[src/rtl/read_ex_mem_if.sv]
// rtl/read_ex_mem_if.sv - data-memory request/response bus between the MEM stage and data memory
interface read_ex_mem_if;
   logic        dmem_req;
   logic        dmem_we;
   logic [31:0] dmem_addr;
   logic [31:0] dmem_wdata;
   logic        dmem_ready;
   logic [31:0] dmem_rdata;

   // MEM stage side: issues the request, receives completion and load data
   modport master (
      output dmem_req,
      output dmem_we,
      output dmem_addr,
      output dmem_wdata,
      input  dmem_ready,
      input  dmem_rdata
   );

   // Memory side
   modport slave (
      input  dmem_req,
      input  dmem_we,
      input  dmem_addr,
      input  dmem_wdata,
      output dmem_ready,
      output dmem_rdata
   );
endinterface

[src/rtl/read_ex_mem.sv]
// rtl/read_ex_mem.sv - MEM pipeline stage: data-memory access with stall, timeout and MEM/WB register
module read_ex_mem #(
   parameter int unsigned TIMEOUT_CYCLES = 15
) (
   input  logic               clock,
   input  logic               reset,
   input  logic               mem_valid,
   input  logic               mem_read,
   input  logic               mem_write,
   input  logic [31:0]        data_in,
   input  logic [31:0]        mem_addr,
   input  logic [4:0]         rd_mem,
   read_ex_mem_if.master      dmem,
   output logic               stall,
   output logic [31:0]        wb_data,
   output logic [4:0]         rd_wb,
   output logic               wb_valid,
   output logic               mem_err
);

   // Counter only needs to reach TIMEOUT_CYCLES-1; a zero timeout leaves it free-running and unused.
   localparam int unsigned CW = (TIMEOUT_CYCLES > 2) ? $clog2(TIMEOUT_CYCLES) : 1;
   localparam logic [CW-1:0] LAST = (TIMEOUT_CYCLES == 0) ? '0 : CW'(TIMEOUT_CYCLES - 1);

   typedef enum logic {
      IDLE   = 1'b0,
      ACCESS = 1'b1
   } state_t;

   state_t         state;
   state_t         state_nx;
   logic [CW-1:0]  wait_cnt;
   logic [4:0]     rd_lat;
   logic           is_mem_op;
   logic           timeout_hit;

   // Decode of the incoming entry and the timeout condition in the current access
   always_comb begin
      is_mem_op   = mem_valid & (mem_read | mem_write);
      timeout_hit = (TIMEOUT_CYCLES != 0) && (state == ACCESS) &&
                    (wait_cnt == LAST) && !dmem.dmem_ready;
   end

   // State register
   always_ff @(posedge clock or negedge reset) begin
      if (!reset) begin
         state <= IDLE;
      end else begin
         state <= state_nx;
      end
   end

   // Next-state and upstream stall; stall drops on the completing cycle so the next entry advances
   always_comb begin
      state_nx = state;
      stall    = 1'b0;
      case (state)
         IDLE: begin
            if (is_mem_op) begin
               stall    = 1'b1;
               state_nx = ACCESS;
            end
         end
         ACCESS: begin
            stall = !dmem.dmem_ready && !timeout_hit;
            if (dmem.dmem_ready || timeout_hit) begin
               state_nx = IDLE;
            end
         end
         default: state_nx = IDLE;
      endcase
      if (!reset) begin
         stall = 1'b0;
      end
   end

   // Request latches, wait counter and MEM/WB register
   always_ff @(posedge clock or negedge reset) begin
      if (!reset) begin
         dmem.dmem_req   <= 1'b0;
         dmem.dmem_we    <= 1'b0;
         dmem.dmem_addr  <= '0;
         dmem.dmem_wdata <= '0;
         rd_lat          <= '0;
         wait_cnt        <= '0;
         wb_data         <= '0;
         rd_wb           <= '0;
         wb_valid        <= 1'b0;
         mem_err         <= 1'b0;
      end else begin
         case (state)
            IDLE: begin
               if (is_mem_op) begin
                  // Both read and write set counts as a store.
                  dmem.dmem_addr  <= mem_addr;
                  dmem.dmem_wdata <= data_in;
                  dmem.dmem_we    <= mem_write;
                  dmem.dmem_req   <= 1'b1;
                  rd_lat          <= rd_mem;
                  wait_cnt        <= '0;
                  wb_valid        <= 1'b0;
               end else if (mem_valid) begin
                  // Non-memory op passes the ALU result straight through, even for rd=0.
                  wb_data  <= mem_addr;
                  rd_wb    <= rd_mem;
                  wb_valid <= 1'b1;
               end else begin
                  wb_valid <= 1'b0;
               end
            end
            ACCESS: begin
               if (dmem.dmem_ready) begin
                  dmem.dmem_req <= 1'b0;
                  if (dmem.dmem_we) begin
                     wb_valid <= 1'b0;
                     rd_wb    <= '0;
                  end else begin
                     wb_data  <= dmem.dmem_rdata;
                     rd_wb    <= rd_lat;
                     wb_valid <= (rd_lat != 5'd0);
                  end
               end else if (timeout_hit) begin
                  // Abandon the entry; the error flag stays set until reset.
                  dmem.dmem_req <= 1'b0;
                  wb_valid      <= 1'b0;
                  mem_err       <= 1'b1;
               end else begin
                  wait_cnt <= wait_cnt + 1'b1;
               end
            end
            default: ;
         endcase
      end
   end

endmodule

[src/flat_wrapper.sv]
// flat-port wrapper written by rule: the top's interface ports become plain ports
module read_ex_mem_flat 
#(
   parameter int unsigned TIMEOUT_CYCLES = 15
)
  (clock, reset, mem_valid, mem_read, mem_write, data_in, mem_addr, rd_mem, stall, wb_data, rd_wb, wb_valid, mem_err, dmem_dmem_req, dmem_dmem_we, dmem_dmem_addr, dmem_dmem_wdata, dmem_dmem_ready, dmem_dmem_rdata);
  read_ex_mem_if dmem_i ();
  input  logic clock;
  input  logic reset;
  input  logic mem_valid;
  input  logic mem_read;
  input  logic mem_write;
  input  logic [31:0] data_in;
  input  logic [31:0] mem_addr;
  input  logic [4:0] rd_mem;
  output logic stall;
  output logic [31:0] wb_data;
  output logic [4:0] rd_wb;
  output logic wb_valid;
  output logic mem_err;
  output wire logic [$bits(dmem_i.dmem_req)-1:0] dmem_dmem_req;
  output wire logic [$bits(dmem_i.dmem_we)-1:0] dmem_dmem_we;
  output wire logic [$bits(dmem_i.dmem_addr)-1:0] dmem_dmem_addr;
  output wire logic [$bits(dmem_i.dmem_wdata)-1:0] dmem_dmem_wdata;
  input wire logic [$bits(dmem_i.dmem_ready)-1:0] dmem_dmem_ready;
  input wire logic [$bits(dmem_i.dmem_rdata)-1:0] dmem_dmem_rdata;
  assign dmem_dmem_req = dmem_i.dmem_req;
  assign dmem_dmem_we = dmem_i.dmem_we;
  assign dmem_dmem_addr = dmem_i.dmem_addr;
  assign dmem_dmem_wdata = dmem_i.dmem_wdata;
  assign dmem_i.dmem_ready = dmem_dmem_ready;
  assign dmem_i.dmem_rdata = dmem_dmem_rdata;
  read_ex_mem #(.TIMEOUT_CYCLES(TIMEOUT_CYCLES)) u_core (.clock(clock), .reset(reset), .mem_valid(mem_valid), .mem_read(mem_read), .mem_write(mem_write), .data_in(data_in), .mem_addr(mem_addr), .rd_mem(rd_mem), .dmem(dmem_i), .stall(stall), .wb_data(wb_data), .rd_wb(rd_wb), .wb_valid(wb_valid), .mem_err(mem_err));
endmodule
[config.mk]
export PLATFORM = sky130hd
export DESIGN_NAME = read_ex_mem_flat
export DESIGN_NICKNAME = d
export VERILOG_FILES = /design/src/rtl/read_ex_mem_if.sv /design/src/rtl/read_ex_mem.sv /design/src/flat_wrapper.sv
export SDC_FILE = /design/constraint.sdc
export NUM_CORES = 1
export LEC_CHECK = 0
export ABC_AREA = 1
export BUFFER_PORTS_ARGS = -buffer_cell sky130_fd_sc_hd__buf_2
export CAP_MARGIN = 5
export CORE_MARGIN = 2
export CORE_UTILIZATION = 54
export CTS_BUF_LIST = sky130_fd_sc_hd__clkbuf_8
export DETAILED_ROUTE_END_ITERATION = 16
export GPL_TIMING_DRIVEN = 0
export PLACE_DENSITY_LB_ADDON = 0.08
export SKIP_LAST_GASP = 1
export SLEW_MARGIN = 30
export SYNTH_ARGS = -nofsm -noshare
export SYNTH_HDL_FRONTEND = slang
export SYNTH_SLANG_ARGS = --single-unit
[constraint.sdc]
create_clock -name clock -period 2.2 [get_ports clock]
set_clock_uncertainty 0.1 [all_clocks]
set_input_delay 0.11 -clock clock [delete_from_list [all_inputs] [get_ports clock]]
set_output_delay 0.11 -clock clock [all_outputs]
set_load 0.02 [all_outputs]
; Word-level counts from Yosys, hierarchy flattened
; Index checks and enable logic that the tools add are counted.
[classes]
n_addsub = 1
n_eq_ne = 9
n_mux = 28
bitwise = 4
reduce_logical = 13
[op_table]
columns = op, n
row1 = $mux 32, 4
row2 = $pmux 32 s2, 1
row3 = $mux 5, 4
row4 = $mux 4, 3
row5 = $ne 2x2->1 const B, 6
row6 = $mux 1, 10
row7 = $pmux 5 s2, 1
row8 = $reduce_and 3->1, 3
row9 = $pmux 1 s2, 4
row10 = $pmux 4 s2, 1
row11 = $reduce_bool 5->1, 1
row12 = $add 4x1->4 const B, 1
row13 = $eq 4x4->1 const B, 1
row14 = $reduce_and 2->1, 2
row15 = $reduce_and 4->1, 1
row16 = $logic_and 1x1->1, 3
row17 = $ne 3x3->1 const B, 1
row18 = $logic_not 1->1, 2
row19 = $ne 2x1->1 const B, 1
row20 = $not 1->1, 2
row21 = $and 1x1->1, 1
row22 = $logic_or 1x1->1, 1
row23 = $or 1x1->1, 1
[totals]
register_bits = 115
in_bits = 107
out_inout_bits = 106
elab_cells = 66

; Longest topological paths before layout
; Gate-level depths: netlist of run 1.
[logic_depth]
depth_word = 7
depth_mapped = 7
ltp_nobuf = 7

; Worst setup path after synthesis of run 1
; No wires, ideal clock.
[synth_timing]
kind = reg-to-output
from = register u_core.wait_cnt[0]
to = output stall
t_arrival_ns = 1.435
required_time_ns = 1.990
path_slack_ns = 0.555
path_stages_with_launch = 6
path_buffers = 0
cell_sequence = dfrtp_1 -> inv_1 -> ha_1 -> nand3_1 -> nand3_1 -> a21boi_0
[synth_between]
elab_chain_len = 7
[synth_rtl]
columns = item, line
row1 = from (decl), read_ex_mem.sv:32  ; logic [CW-1:0] wait_cnt;
row2 = from (signal assigned), read_ex_mem.sv:128  ; wait_cnt <= wait_cnt + 1'b1;
row3 = $eq 4x4->1, read_ex_mem.sv:41  ; (wait_cnt == LAST) && !dmem.dmem_ready;
row4 = $logic_and 1x1->1, read_ex_mem.sv:40  ; timeout_hit = (TIMEOUT_CYCLES != 0) && (state == ACCESS) &&
row5 = $logic_and 1x1->1, read_ex_mem.sv:41
row6 = $logic_not 1->1, read_ex_mem.sv:65  ; stall = !dmem.dmem_ready && !timeout_hit;
row7 = $logic_and 1x1->1, read_ex_mem.sv:65
row8 = $pmux 1 s2, read_ex_mem.sv:57  ; case (state)
row9 = $mux 1, read_ex_mem.sv:72  ; if (!reset) begin
row10 = to (decl), flat_wrapper.sv:16  ; output logic stall;
; No other way between the ends.

; Worst setup path after layout of run 1
[layout_timing]
from = register u_core.state
to = output stall
[layout_between]
elab_chain_len = 6
elab_cells_between_ends = 7
cone_classes = mux: 2 / bitwise: 1 / reduce/logical: 4
[layout_rtl]
columns = item, line
row1 = from (decl), read_ex_mem.sv:30  ; state_t state;
row2 = from (signal assigned), read_ex_mem.sv:49  ; state <= state_nx;
row3 = $logic_and 1x1->1, read_ex_mem.sv:40
row4 = $logic_and 1x1->1, read_ex_mem.sv:41
row5 = $logic_not 1->1, read_ex_mem.sv:65
row6 = $logic_and 1x1->1, read_ex_mem.sv:65
row7 = $pmux 1 s2 (*), read_ex_mem.sv:57
row8 = $mux 1 (*), read_ex_mem.sv:72
; Every way passes the cells marked *; elsewhere a longest branch is shown, timed or not.

==> metrics.cfg, run 1 <==
[outcome]
status=finished, final reports clean

[logic_synthesis]
synth_most_common_cell=nand2_1
synth-seq-area-share_pct=55.8
yosysTopAreaCell=dfrtp_1
yosysUniqueCellTypes=24
synth.top_cell.area_share_pct=55.8
synth_nets=707
synth_area_um2=5160
synth_ff_type=dfrtp_1
synthTopCellsByCount=198 x nand2_1, 115 x dfrtp_1, 80 x inv_1
synth_area_leaders=dfrtp_1 56%, nand2_1 14%, inv_1 5.8%
syn_area_per_cell_um2=8.63
yosys_warnings=0
synthArstFlopShare_pct=100
syn_inst=598
synth-seq-cells=115
synth-edff-count=0

[sta]
max_freq_mhz=493
hold_viol=0
worst_pin_slew_ns=0.517
finalMaxSlewViolations=0
rsz0062_at_grt=no
timing.final.crit_share_pct=92.1
relSlewSlack_pct=65.6
period_minus_slack_ns=2.03
finalSetupViolCount=0

[clocking]
cts_setup_buffers=0
cts.clk_slew.worst_paths_ns=0.07
cts_root_buf=clkbuf_8
clkSinkCount=115
tritoncts=built
clk_latency_ns=0.42
cts_buffers=17
cts_htree_levels=4
cts.path.max_buffers=2

[worst_setup_path]
path_class=reg2out
path_buf_inv=3
timing.critical_path.mode_cell=buf_6
r2r_setup_slack_ns=0.54
critPathLaunchType=flop
crit_fanout=10
critical-path-slowest-cell=dfrtp_1
cp.arrival_ns=1.82
crit_family=buffers and inverters
endpoint_kind=primary output
slowest_delay_ns=0.37
required_ns=1.99
path_cells=buf_6, nor2_8, nand2_2, buf_6, a21boi_0, buf_2

[place]
dp_hpwl_mm=10.0
io_buffers=212
placed_area_um2=6420
gp_congestion=0.858

[floorplanning]
core_area_um2=9240
die_h_um=102
ios=213
core.rowCount=35
dieArea_um2=10400
start_util_pct=55.8
dieWidth_um=102

[route]
dr.pass1.iters=5
via_per_inst=5.15
vias=5554
ant_nets=0
drt_iter0_markers=353
drcViolationCount=0
avgRoutedWirePerCell_um=15.9
wirelength_mm=17.2

[grt]
grt_antenna_before_repair=0
grt_pass1_wl_mm=27.6
grt_overflow=0
grt_pass1_vias=5835
gr-usage-all-layers_pct=34.5
grt_max_degree=68

[cells_and_area]
nets=1046
utilization_pct=84.8
drive_gt1_share_pct=31.4
area_growth_syn_to_layout_pct=51.9
final_area_um2=7830
antenna_cells=0

[flow_run]
max_cap_violations=0

[power]
power.density_nw_per_um2=949
peakVddDrop_uv=544
leakagePower_nw=4.24

[min_path]
hp-class=in2reg

## worst paths after layout
path	cells past startpoint	endpoint	startpoint
min in group asynchronous	2	u_core.dmem.dmem_addr[25]$_DFFE_PN0N_	reset
max in group asynchronous	3	u_core.wait_cnt[0]$_DFFE_PN0P_	reset
worst min register to register	2	u_core.rd_wb[0]$_DFFE_PN0P_	u_core.rd_wb[0]$_DFFE_PN0P_
worst max register to register	5	u_core.dmem.dmem_addr[5]$_DFFE_PN0N_	u_core.state$_DFF_PN0_
worst max-delay path	6	stall	u_core.state$_DFF_PN0_
worst min-delay path	5	u_core.dmem.dmem_wdata[30]$_DFFE_PN0N_	mem_valid
## routing by layer
layer  GRT usage [%]  part of all wire, %  vias to the layer above
met5               0                    0                        -
met4            16.9                  3.9                        0
met3            9.66                  8.8                       64
met2            56.2                   49                      313
met1            42.3                   39                     2631
li1                -                    -                     2546
## metrics by stage
stage	power [mW]	hold WS (ns)	TNS [ns]	worst slack [ns]	std cells
final	7.44	0.0488	0	0.173	1079
after global routing	7.87	0.0702	0	0.0437	1079
after CTS	7.38	0.0479	0	0.0280	1079
after detailed placement	5.57	-0.0576	0	0.511	940
after global placement	5.49	0.243	-48.83	-0.588	939
after floorplan	4.58	-0.286	0	0.555	598
## power breakdown
part	switching [mW]	internal [mW]
Clock	0.851	0.811
Sequential	0.338	2.67
Combinational	1.76	1.01
Total	2.94	4.49
## final cells by class
cell class / instances / area (um2)
timing repair buffer: 320 / 2170
inverter: 81 / 304
buffer: 33 / 216
multi-input combinational: 369 / 1770
fill: 520 / 1410
sequential: 115 / 2880
clock inverter: 13 / 71.3
clock buffer: 19 / 262
tap: 129 / 161
## cells by family (layout without fill, tap and decap cells)
| group | after synthesis | in the layout | share of synthesized area [%] |
|---|---|---|---|
| simple gates | 256 | 256 | 20.4 |
| compound gates | 110 | 110 | 13.1 |
| xor+xnor | 1 | 1 | 0.170 |
| buf+inv | 114 | 466 | 10.1 |
| flops | 115 | 115 | 55.8 |
| fa+ha+maj | 2 | 2 | 0.485 |
## worst reg2reg max path: stages, from the launching register on
cell and delay [ns]:
dfrtp_1 0.37, buf_6 0.15, nor2_8 0.18, nand2_2 0.14
clkbuf_1 0.27, o21ai_0 0.34
## what timing repair did
| item | CTS | global route |
|---|---|---|
| endpoints found under the hold margin | 225 | 0 |
| hold buffers | 107 | 0 |
| setup endpoints to repair | 0 | 1 |
| gates resized for setup | 0 | 3 |
## registers in the layout (all words and copies together), names as in the netlist
name,cells
u_core.dmem.dmem_req,1
u_core.dmem.dmem_wdata,32
u_core.wait_cnt,4
u_core.wb_data,32
u_core.rd_wb,5
u_core.wb_valid,1
u_core.rd_lat,5
u_core.dmem.dmem_we,1
u_core.dmem.dmem_addr,32
u_core.mem_err,1
u_core.state,1
## placed cells by master, fill, tap and decap left out, types with 2 or more instances in the layout
cell	instances
buf_1	3
buf_2	216
buf_4	3
buf_6	10
clkbuf_1	12
clkbuf_8	19
clkinv_2	6
clkinvlp_4	4
dfrtp_1	114
dlygate4sd3_1	107
ha_1	2
inv_1	83
nand2_1	198
nand2_2	4
nand3_1	42
nand4_1	3
nor2_1	6
o21ai_0	54
o21ai_1	22
o21ai_2	28
o22ai_1	3
Power figures use the tool's default switching activity.
==> inputs of run 2 (changes only) <==
--- a/config.mk
+++ b/config.mk
@@ -14,3 +14,2 @@
 export DETAILED_ROUTE_END_ITERATION = 16
-export GPL_TIMING_DRIVEN = 0
 export PLACE_DENSITY_LB_ADDON = 0.08
--- a/constraint.sdc
+++ b/constraint.sdc
@@ -4,2 +4,2 @@
 set_output_delay 0.11 -clock clock [all_outputs]
-set_load 0.02 [all_outputs]
+set_load 0.01 [all_outputs]
==> run 2 against run 1 <==
Net effect:
- sequential share of layout area grew 0.24 points
- maximum frequency grew 0.46%
- clock power grew 29%
- utilization shrank 0.54 points
- critical path depth grew 2
- final area shrank 0.64%
- register-to-register slack lost 0.07 ns
- total power shrank 0.29%
- first-iteration DRC count shrank 21%
- combinational power shrank 18%
- largest power group unchanged
==> metrics.cfg, run 2 (synthesized netlist as in run 1, its figures left out) <==
[outcome]
status=finished, final reports clean  ; unchanged

[power]
power.density_nw_per_um2=953  ; was 949 nW/um2
peakVddDrop_uv=613  ; was 544 uV
leakagePower_nw=4.23  ; was 4.24 nW

[worst_setup_path]
crit_fanout=33  ; was 10
critPathLaunchType=primary input  ; was flop
endpoint_kind=primary output  ; unchanged
path_class=in2out  ; was reg2out
cp.arrival_ns=1.81  ; was 1.82 ns
worstRegToRegCells=5  ; unchanged
r2r-end=u_core.wb_data[13]$_DFFE_PN0P_  ; was u_core.dmem.dmem_addr[5]$_DFFE_PN0N_
required_ns=1.99  ; about the same
r2r_setup_slack_ns=0.47  ; was 0.54 ns
timing.rr.start=u_core.state$_DFF_PN0_  ; unchanged

[grt]
gr-usage-all-layers_pct=31.3  ; was 34.5%
grt_max_degree=107  ; was 68
grt_overflow=0  ; unchanged
grt_pass1_vias=5437  ; was 5835
grt_pass1_wl_mm=25.2  ; was 27.6 mm
grt_antenna_before_repair=0  ; unchanged

[route]
via_per_inst=5.06  ; was 5.15
wirelength_mm=16.1  ; was 17.2 mm
vias=5328  ; was 5554
drcViolationCount=0  ; unchanged
ant_nets=0  ; unchanged
drt_iter0_markers=279  ; was 353
dr.pass1.iters=5  ; unchanged
avgRoutedWirePerCell_um=15.3  ; was 15.9 um

[clocking]
clkSinkCount=115  ; unchanged
cts_root_buf=clkbuf_8  ; unchanged
cts_setup_buffers=0  ; unchanged
cts.path.max_buffers=2  ; unchanged
tritoncts=built  ; unchanged
cts_htree_levels=4  ; unchanged
cts_buffers=17  ; unchanged
cts.clk_slew.worst_paths_ns=0.07  ; about the same
clk_latency_ns=0.40  ; was 0.42 ns

[sta]
period_minus_slack_ns=2.02  ; was 2.03 ns
finalSetupViolCount=0  ; unchanged
holdWs_ns=0.0728  ; was 0.0488 ns
hold_viol=0  ; unchanged
finalMaxSlewViolations=0  ; unchanged
max_freq_mhz=496  ; was 493 MHz
timing.final.crit_share_pct=91.7  ; was 92.1%
worst_pin_slew_ns=0.594  ; was 0.517 ns
fin_ws_ns=0.183  ; was 0.173 ns
finalSetupTns_ns=0  ; unchanged
rsz0062_at_grt=no  ; unchanged
relSlewSlack_pct=60.2  ; was 65.6%

[min_path]
whs_endpoint=u_core.dmem.dmem_we$_DFFE_PN0N_  ; was u_core.dmem.dmem_wdata[30]$_DFFE_PN0N_
hp-class=in2reg  ; unchanged
hp-start=mem_valid  ; unchanged
min_delay_path_depth=5  ; unchanged

[cells_and_area]
area_growth_syn_to_layout_pct=50.9  ; was 51.9%
layout_commonest_cell=buf_2  ; unchanged
reg.largest.list=u_core.dmem.dmem_addr (32), u_core.dmem.dmem_wdata (32), u_core.wb_data (32)  ; unchanged
final_area_um2=7780  ; was 7830 um2
multiInputGateArea_um2=1770  ; about the same
layout_common_cells=211 x buf_2, 198 x nand2_1, 114 x dfrtp_1  ; was 216 x buf_2, 198 x nand2_1, 114 x dfrtp_1
finalNonFillerCells=1054  ; was 1079
antenna_cells=0  ; unchanged
seqCellArea_um2=2880  ; unchanged
nets=1021  ; was 1046
drive_gt1_share_pct=31.1  ; was 31.4%
fill_cells=540  ; was 520

[place]
placed_area_um2=6290  ; was 6420 um2
gp_congestion=0.815  ; was 0.858
placedCellCount=916  ; was 940
dp_hpwl_mm=9.27  ; was 10.0 mm
io_buffers=212  ; unchanged
dpl_worst_slack_ns=0.536  ; was 0.511 ns

[flow_run]
max_cap_violations=0  ; unchanged

[floorplanning]
start_util_pct=55.8  ; unchanged
ios=213  ; unchanged
dieArea_um2=10400  ; unchanged
core_area_um2=9240  ; unchanged
die_h_um=102  ; unchanged
dieWidth_um=102  ; unchanged
core.rowCount=35  ; unchanged

run 2: changes by cell type in the layout (fill, tap and decap cells not counted), moves of 2 or more:
cell	before	now
buf_2	216	211
buf_4	3	8
buf_1	3	0
bufinv_16	0	4
buf_6	10	0
clkbuf_1	12	0
clkinv_2	6	2
buf_12	1	3
run 2: cell type report:
cell class	instances	area share, %
clock buffers	19	3.36
clock inverters	13	2.15
inverters	81	3.94
multi-input cells	369	22.7
flip-flops and latches	115	37.0
well taps	129	2.07
repair buffers	328	28.7
run 2: report_power, final:
group,internal (mW),switching [mW],leakage [nW]
Sequential,2.67,0.342,1.43
Combinational,0.963,1.30,2.58
Clock,1.28,0.859,0.223
run 2: how the worst max path moves through the flow:
| stage | end | from | depth (start not counted) |
|---|---|---|---|
| final | stall | mem_write | 8 |
| after global routing | stall | u_core.wait_cnt[0]$_DFFE_PN0P_ | 6 |
| after detailed placement | u_core.wb_data[5]$_DFFE_PN0P_ | u_core.state$_DFF_PN0_ | 5 |
| after floorplan | stall | u_core.wait_cnt[0]$_DFFE_PN0P_ | 5 |
| after CTS | stall | mem_write | 8 |
| after global placement | u_core.wb_data[17]$_DFFE_PN0P_ | u_core.state$_DFF_PN0_ | 5 |
run 2: stage by stage:
step           power (mW)  util [%]
4_1_cts              7.38      84.2
3_5_place_dp         5.10      68.0
6_report             7.41      84.2
5_1_grt              7.83      84.2
3_3_place_gp         5.02      68.0
2_1_floorplan        4.18         -
run 2: worst max-delay path, cell delays in order:
cell           delay, ns
dlygate4sd3_1       0.53
buf_2               0.13
nor2_2              0.18
inv_4               0.17
nand2_4             0.14
buf_4               0.27
a21boi_0            0.12
buf_2               0.15
run 2: routing by layer:
metal  global-route usage (%)  vias up  wire, um
met2                     52.5      258      7880
met5                        0        -         0
met3                     8.07       54      1270
li1                         -     2499         -
met4                     14.1        0       543
met1                     38.0     2517      6400
run 2: repair_timing:
action                                  in CTS  in global routing
resized for setup                            0                  3
hold endpoints to repair                   224                  0
hold buffers                               106                  0
endpoints found under the setup margin       0                  1
